### config.mk
export PLATFORM = sky130hd
export DESIGN_NAME = omsp_spm_query
export DESIGN_NICKNAME = d
export VERILOG_FILES = /design/src/rtl/omsp_spm_query_pkg.sv /design/src/rtl/omsp_spm_query.sv
export SDC_FILE = /design/constraint.sdc
export NUM_CORES = 1
export LEC_CHECK = 0
export ABC_AREA = 1
export ABC_CLOCK_PERIOD_IN_PS = 2700
export CORE_MARGIN = 1
export CORE_UTILIZATION = 49
export CTS_CLUSTER_DIAMETER = 120
export DETAILED_ROUTE_END_ITERATION = 6
export PLACE_DENSITY_LB_ADDON = 0.08
export RECOVER_POWER = 100
export SLEW_MARGIN = 20
export SYNTH_ARGS = -nofsm -noshare
export SYNTH_HDL_FRONTEND = slang
export SYNTH_SLANG_ARGS = --single-unit
export TNS_END_PERCENT = 100
### constraint.sdc
create_clock -name mclk -period 2.7 [get_ports mclk]
set_clock_uncertainty 0.2 [all_clocks]
set_input_delay 0.405 -clock mclk [delete_from_list [all_inputs] [get_ports mclk]]
set_output_delay 0.405 -clock mclk [all_outputs]
set_load 0.05 [all_outputs]
### src/rtl/omsp_spm_query_pkg.sv
// rtl/omsp_spm_query_pkg.sv - shared codes and state encoding for the SPM query sequencer
package omsp_spm_query_pkg;

  localparam logic [2:0] SPM_REQ_NONE      = 3'd0;
  localparam logic [2:0] SPM_REQ_PUB_START = 3'd1;
  localparam logic [2:0] SPM_REQ_PUB_END   = 3'd2;
  localparam logic [2:0] SPM_REQ_SEC_START = 3'd3;
  localparam logic [2:0] SPM_REQ_SEC_END   = 3'd4;

  localparam logic [1:0] WB_R12 = 2'd0;
  localparam logic [1:0] WB_R13 = 2'd1;
  localparam logic [1:0] WB_R14 = 2'd2;
  localparam logic [1:0] WB_R15 = 2'd3;

  typedef enum logic [2:0] {
    ST_IDLE,
    ST_SELECT,
    ST_FETCH,
    ST_WB,
    ST_DONE
  } state_t;

endpackage

### src/rtl/omsp_spm_query.sv
// rtl/omsp_spm_query.sv - sequences an SPM layout lookup and writes the result to r12..r15
module omsp_spm_query
  import omsp_spm_query_pkg::*;
#(
  parameter int SETTLE_CYCLES = 1,
  parameter int NB_FIELDS     = 4
) (
  input  logic        mclk,
  input  logic        puc_rst_n,
  input  logic        query_start,
  input  logic [15:0] query_addr,
  input  logic        query_abort,
  output logic [15:0] lookup_addr,
  output logic [2:0]  data_request,
  input  logic        spm_select_valid,
  input  logic [15:0] requested_data,
  output logic        wb_en,
  output logic [1:0]  wb_reg_sel,
  output logic [15:0] wb_data,
  input  logic        wb_ready,
  output logic        busy,
  output logic        done,
  output logic        found
);

  localparam logic [2:0] SETTLE_LAST = 3'(SETTLE_CYCLES - 1);
  localparam logic [1:0] IDX_LAST    = 2'(NB_FIELDS - 1);

  state_t      state, state_nxt;
  logic [15:0] addr_q;
  logic [15:0] data_q;
  logic [1:0]  idx;
  logic [2:0]  settle_cnt;
  logic        hit_q;
  logic        found_q;
  logic        abort_now;

  assign abort_now = (state != ST_IDLE) && query_abort;

  always_ff @(posedge mclk or negedge puc_rst_n) begin
    if (!puc_rst_n) begin
      state <= ST_IDLE;
    end else begin
      state <= state_nxt;
    end
  end

  always_comb begin
    state_nxt = state;
    case (state)
      ST_IDLE:   if (query_start) state_nxt = ST_SELECT;
      ST_SELECT: if (settle_cnt == SETTLE_LAST) state_nxt = spm_select_valid ? ST_FETCH : ST_WB;
      ST_FETCH:  state_nxt = ST_WB;
      ST_WB: begin
        if (wb_ready) state_nxt = (!hit_q || idx == IDX_LAST) ? ST_DONE : ST_FETCH;
      end
      ST_DONE:   state_nxt = ST_IDLE;
      default:   state_nxt = ST_IDLE;
    endcase
    if (abort_now) state_nxt = ST_IDLE;
  end

  // The not-found case reuses idx as the r15 selector, so wb_reg_sel is always idx.
  always_ff @(posedge mclk or negedge puc_rst_n) begin
    if (!puc_rst_n) begin
      addr_q     <= '0;
      data_q     <= '0;
      idx        <= '0;
      settle_cnt <= '0;
      hit_q      <= 1'b0;
      found_q    <= 1'b0;
    end else if (abort_now) begin
      found_q <= 1'b0;
    end else begin
      case (state)
        ST_IDLE: begin
          if (query_start) begin
            addr_q     <= query_addr;
            settle_cnt <= '0;
            found_q    <= 1'b0;
          end
        end
        ST_SELECT: begin
          settle_cnt <= settle_cnt + 3'd1;
          if (settle_cnt == SETTLE_LAST) begin
            if (spm_select_valid) begin
              hit_q <= 1'b1;
              idx   <= WB_R12;
            end else begin
              hit_q  <= 1'b0;
              idx    <= WB_R15;
              data_q <= '0;
            end
          end
        end
        ST_FETCH: data_q <= requested_data;
        ST_WB: begin
          if (wb_ready && hit_q) begin
            if (idx == IDX_LAST) found_q <= 1'b1;
            else                 idx     <= idx + 2'd1;
          end
        end
        default: ;
      endcase
    end
  end

  always_comb begin
    lookup_addr  = '0;
    data_request = SPM_REQ_NONE;
    wb_en        = 1'b0;
    wb_reg_sel   = '0;
    wb_data      = '0;
    if (state == ST_SELECT || state == ST_FETCH || state == ST_WB) lookup_addr = addr_q;
    if (state == ST_FETCH) data_request = {1'b0, idx} + 3'd1;
    if (state == ST_WB) begin
      wb_en      = 1'b1;
      wb_reg_sel = idx;
      wb_data    = data_q;
    end
  end

  assign busy  = (state != ST_IDLE);
  assign done  = (state == ST_DONE) && !query_abort;
  assign found = found_q;

endmodule

**Word-level counts from Yosys, hierarchy flattened**

Cells that the tools add are included.

- $add $sub $neg: 3
- Equality and inequality tests: 15
- Mux-type cells: 28
- Bitwise operators: 1
- Reductions and logical operators: 22

Operators with widths:

| operator | number |
|---|---|
| $mux W16 | 4 |
| $pmux W16 S2 | 1 |
| $mux W3 | 7 |
| $ne A3 B3 Y1 const B | 5 |
| $pmux W3 S4 | 1 |
| $reduce_and A3 Y1 | 4 |
| $mux W2 | 5 |
| $ne A2 B2 Y1 const B | 5 |
| $reduce_and A4 Y1 | 2 |
| $mux W1 | 7 |
| $eq A3 B2 Y1 const B | 2 |
| $logic_not A3 Y1 | 2 |
| $pmux W3 S2 | 1 |
| $reduce_bool A2 Y1 | 3 |
| $reduce_bool A3 Y1 | 2 |
| $reduce_and A5 Y1 | 1 |
| $pmux W2 S2 | 1 |
| $add A2 B1 Y3 const B | 1 |
| $add A3 B1 Y3 const B | 1 |
| $eq A3 B1 Y1 const B | 1 |
| $eq A3 B3 Y1 const B | 1 |
| $logic_and A1 B1 Y1 | 3 |
| $logic_or A1 B1 Y1 | 3 |
| $add A2 B1 Y2 const B | 1 |
| 4 further kinds | 5 |

- Register bits after elaboration: 42
- Input port bits: 38
- Logic and storage cells: 76

**Logic depth before layout (Yosys ltp)**

Gate-level depths: netlist of run 1.

- Word-level depth: 6
- Depth in mapped cells: 10
- Depth with buffers taken out: 9

**Least setup slack after synthesis of run 1**

No wires, ideal clock.

- Path kind: register to output
- From: reg state[2]
- To: out wb_data[10]
- Arrival time: 1.674 ns
- Required time: 2.095 ns
- Setup slack: 0.421 ns
- Cell stages (with the launch flop): 6
- Buffers on the path: 2
- Cell sequence: dfrtp_1 inv_2 nand3_1 buf_2 buf_2 nor2_1

- Word-level cells in the longest chain between the ends: 2

RTL lines:

| what | RTL line | text |
|---|---|---|
| start, declared | omsp_spm_query.sv:29 | `state_t state, state_nxt;` |
| start signal, assigned | omsp_spm_query.sv:44 | `state <= state_nxt;` |
| $eq A3 B2 Y1 | omsp_spm_query.sv:116 | `if (state == ST_WB) begin` |
| $mux W16 | omsp_spm_query.sv:116 |  |
| end, declared | omsp_spm_query.sv:19 | `output logic [15:0] wb_data,` |

Every way passes these cells.

**Worst setup path after layout of run 1**

- From: reg state[1]
- To: out wb_en

- Word-level cells in the longest chain between the ends: 2

RTL lines:

| what | RTL line | text |
|---|---|---|
| $eq A3 B2 Y1 | omsp_spm_query.sv:116 |  |
| $mux W1 | omsp_spm_query.sv:116 |  |
| end, declared | omsp_spm_query.sv:17 | `output logic wb_en,` |

Every way passes these cells.

==> results of run 1 <==
sequential cells by signal (all words and copies together) (netlist names):
name	count
found	1
hit_q	1
data_q	16
addr_q	16
state	3
settle_cnt	3
idx	2
worst reg2reg max path, cell delays in order (launching register included):
cell     delay, ns
dfrtp_1       0.43
inv_1         0.14
nand2_1       0.17
inv_1         0.07
nand2_1       0.76
nand2_1       0.23
nand3_1       0.13
o21ai_0       0.08
cells in the final DEF (no fill, tap or decap), types with 4 or more instances in the layout:
master	synthesis	routed
inv_1	63	66
dlygate4sd3_1	0	4
nor2_1	82	82
nand3_1	10	10
a21oi_1	18	18
dfrtp_1	42	42
o21ai_0	7	7
clkbuf_8	0	6
clkbuf_2	0	35
clkdlybuf4s50_1	0	35
nand2_1	74	81
final cells by class:
| cell class | instances | area (um2) | share of cell area |
|---|---|---|---|
| clock inverters | 1 | 30.0 | 0.00997 |
| multi-input cells | 212 | 907 | 0.301 |
| clock buffers | 6 | 82.6 | 0.0274 |
| well taps | 52 | 65.1 | 0.0216 |
| repair buffers | 80 | 624 | 0.207 |
| flip-flops and latches | 42 | 1050 | 0.349 |
| inverters | 67 | 251 | 0.0835 |
cell usage after synthesis:
master,count
buf_8,1
dfrtp_1,42
o21ai_0,7
buf_2,6
nand3_1,10
nor2_1,82
inv_2,4
nand2_1,74
clkbuf_1,1
nand2_2,8
nand4_1,1
a21oi_1,18
nor2_4,1
nor3_1,2
buf_4,2
nand2_4,3
a21o_1,1
inv_1,63
ha_1,3
nor3_4,1
nand3b_1,1
logic make-up (layout without fill, tap and decap cells):
logic type | count (synthesis) | after routing | share of synthesized area
buffers and inverters | 77 | 154 | 0.137
adders and majority gates | 3 | 3 | 0.0163
DFF | 42 | 42 | 0.456
and+or+nand+nor | 183 | 183 | 0.334
AOI/OAI and AO/OA | 26 | 26 | 0.0575
metrics by stage:
step / utilization / cells / setup slack (ns) / area [um2] / power, mW
floorplan: - / 331 / 0.421 / 2310 / 2.84
finish: 0.678 / 460 / 0.170 / 3010 / 3.75
CTS: 0.763 / 460 / 0.191 / 3390 / 4.05
global route: 0.678 / 460 / 0.0701 / 3010 / 4.04
global placement: 0.738 / 453 / 0.537 / 3280 / 3.48
detailed placement: 0.738 / 453 / 0.526 / 3280 / 3.54
power by group through the flow:
stage,logic (mW),registers [mW],clock network [mW]
3_3_place_gp,2.43,1.05,0
3_5_place_dp,2.47,1.06,0
4_1_cts,2.49,1.05,0.512
5_1_grt,2.43,1.07,0.532
2_1_floorplan,1.80,1.04,0
6_report,2.21,1.04,0.501
path summary, 6_finish.rpt:
kind / depth (start not counted) / endpoint
min in group mclk: 2 / found
worst min-delay path: 1 / data_q[7]
max in group asynchronous: 1 / idx[1]
worst max register to register: 7 / settle_cnt[1]
worst min register to register: 2 / found
worst max-delay path: 3 / wb_en
routing by layer:
metal / part of all wire / vias up / global-route usage / wire length, um
met5: 0 / - / 0 / 0
met4: 0.021 / 0 / 0.0978 / 112
met3: 0.063 / 13 / 0.0456 / 343
met2: 0.48 / 68 / 0.379 / 2590
met1: 0.44 / 993 / 0.295 / 2380
li1: - / 1118 / - / -
==> results by group, run 1 <==
Clock tree
  – Reg clk slew, reported paths: roughly 0.070 ns
  – Clk buf depth: 2
  – Clk root buf: clkbuf_8
  – Hold-fix buffer count after cts: 0
  – Clk sinks: 42
  – CTS tree: built
  – CTS buffer count: 5
  – Clock Latency Late Sink: around 0.29 ns
  – H-tree levels: 2
  – Cells resized by post-CTS repair: 0
  – Setup Fix Bufs, Post-CTS: 0

Critical path
  – Critical path class: reg -> out
  – Worst path max stage delay: ~0.91 ns
  – CP Max Fanout: 7
  – Critical Path Source Type: register
  – Worst R2R Setup Slack: around 0.37 ns
  – Crit path launch: state[1]
  – Worst path required time: roughly 2.1 ns
  – Crit-path cells: nand2_1 -> nor2_1 -> dlygate4sd3_1
  – Crit path buf inv count: 1
  – Largest delay contributor family on the critical path: buffers and inverters
  – CP arrival: 1.93 ns
  – Endpoint class of the critical path: output port
  – Slowest CP cell: dlygate4sd3_1
  – Worst R2R Start: state[2]

Worst hold path
  – Hold Crit Class: in -> async

Synthesis
  – Sequential area share after synthesis: 0.456
  – Cell count after synthesis: about 330
  – Yosys reg bits: 42
  – Syn Area/Cell: around 7 um2
  – Yosys top cell area share: 0.456
  – Syn_nets: around 370
  – Synth area leaders: dfrtp_1 (46%), nor2_1 (13%), nand2_1 (12%)
  – Count of different cell masters after synthesis: 21
  – Yosys top cell by area: dfrtp_1
  – Synthesized cell area: approximately 2300 um2
  – YS warnings: 0

Timing
  – Setup TNS Final: 0 ns
  – Setup-failing EPs final: 0
  – Min Hold Slack: 0.0839 ns
  – Fmax: approximately 400 MHz
  – Final slew viol count: 0
  – Max_slew headroom: 0.304
  – RSZ-0062 raised after global routing: no
  – Final worst path period share: 0.937
  – Worst-margin pin slew: between 1 and 1.5 ns
  – Clock period minus worst slack: around 2.5 ns
  – Final hold vios: 0

Detailed routing
  – Vias after detailed routing: between 2000 and 2500
  – Drt initial violations: approximately 140
  – Via-to-Cell Ratio: about 4.8
  – Residual DRC: 12
  – Antenna Nets Post-Route: 0
  – Final Routed Wirelength: 5.43 mm
  – DR WL/cell: about 12 um
  – 1st-pass router iterations: 6

GRT
  – Total Routing Usage GR: 0.229
  – Initial antenna violation count: 0
  – Largest net degree at the start of global routing: 43
  – Total grt overflow: 0
  – Number of global-route vias before repair: 2074
  – First-pass GRT wire length: 8.99 mm

Placement
  – Port bufs: 78
  – DP HPWL: a little under 4 mm
  – GPL Wtd Cong: about 0.95

Die
  – Die Wd: 70.6 um
  – Die span in y: about 71 um
  – Core ar.: roughly 4400 um2
  – Initial core utilization: 0.519
  – Row count: 24
  – Die area: roughly 5000 um2
  – Top-level port count: between 70 and 80

Outcome
  – Failing checks: DRC
  – Status: finished, violations left

Job
  – Max cap viols: 0

Power and ir drop
  – Sequential Power Share: 0.278
  – Clock share of power: 0.133
  – Lkg Pwr: roughly 1.7 nW
  – Sw power: between 2 and 2.5 mW
  – Sw Ratio: 0.536
  – Power density over cell area: between 1000 and 1500 nW/um2
  – Comb pwr share: 0.588
  – VDD IR-drop max: ~960 uV
  – Internal power: roughly 1.7 mW

Final layout
  – Filler cells: 402
  – Antenna cells: 0
  – Final net count: roughly 450
  – Synth-to-layout area growth: 30.5%
  – Share of layout cells above drive strength 1: 0.125
Power figures use the tool's default switching activity.
==> run 2, diff against run 1 <==
--- a/config.mk
+++ b/config.mk
@@ -9,7 +9,7 @@
 export ABC_CLOCK_PERIOD_IN_PS = 2700
 export CORE_MARGIN = 1
 export CORE_UTILIZATION = 49
-export CTS_CLUSTER_DIAMETER = 120
+export CTS_CLUSTER_DIAMETER = 100
 export DETAILED_ROUTE_END_ITERATION = 6
 export PLACE_DENSITY_LB_ADDON = 0.08
 export RECOVER_POWER = 100
==> results of run 2 <==
The final DEF is identical to that of run 1; final timing and power are the same.
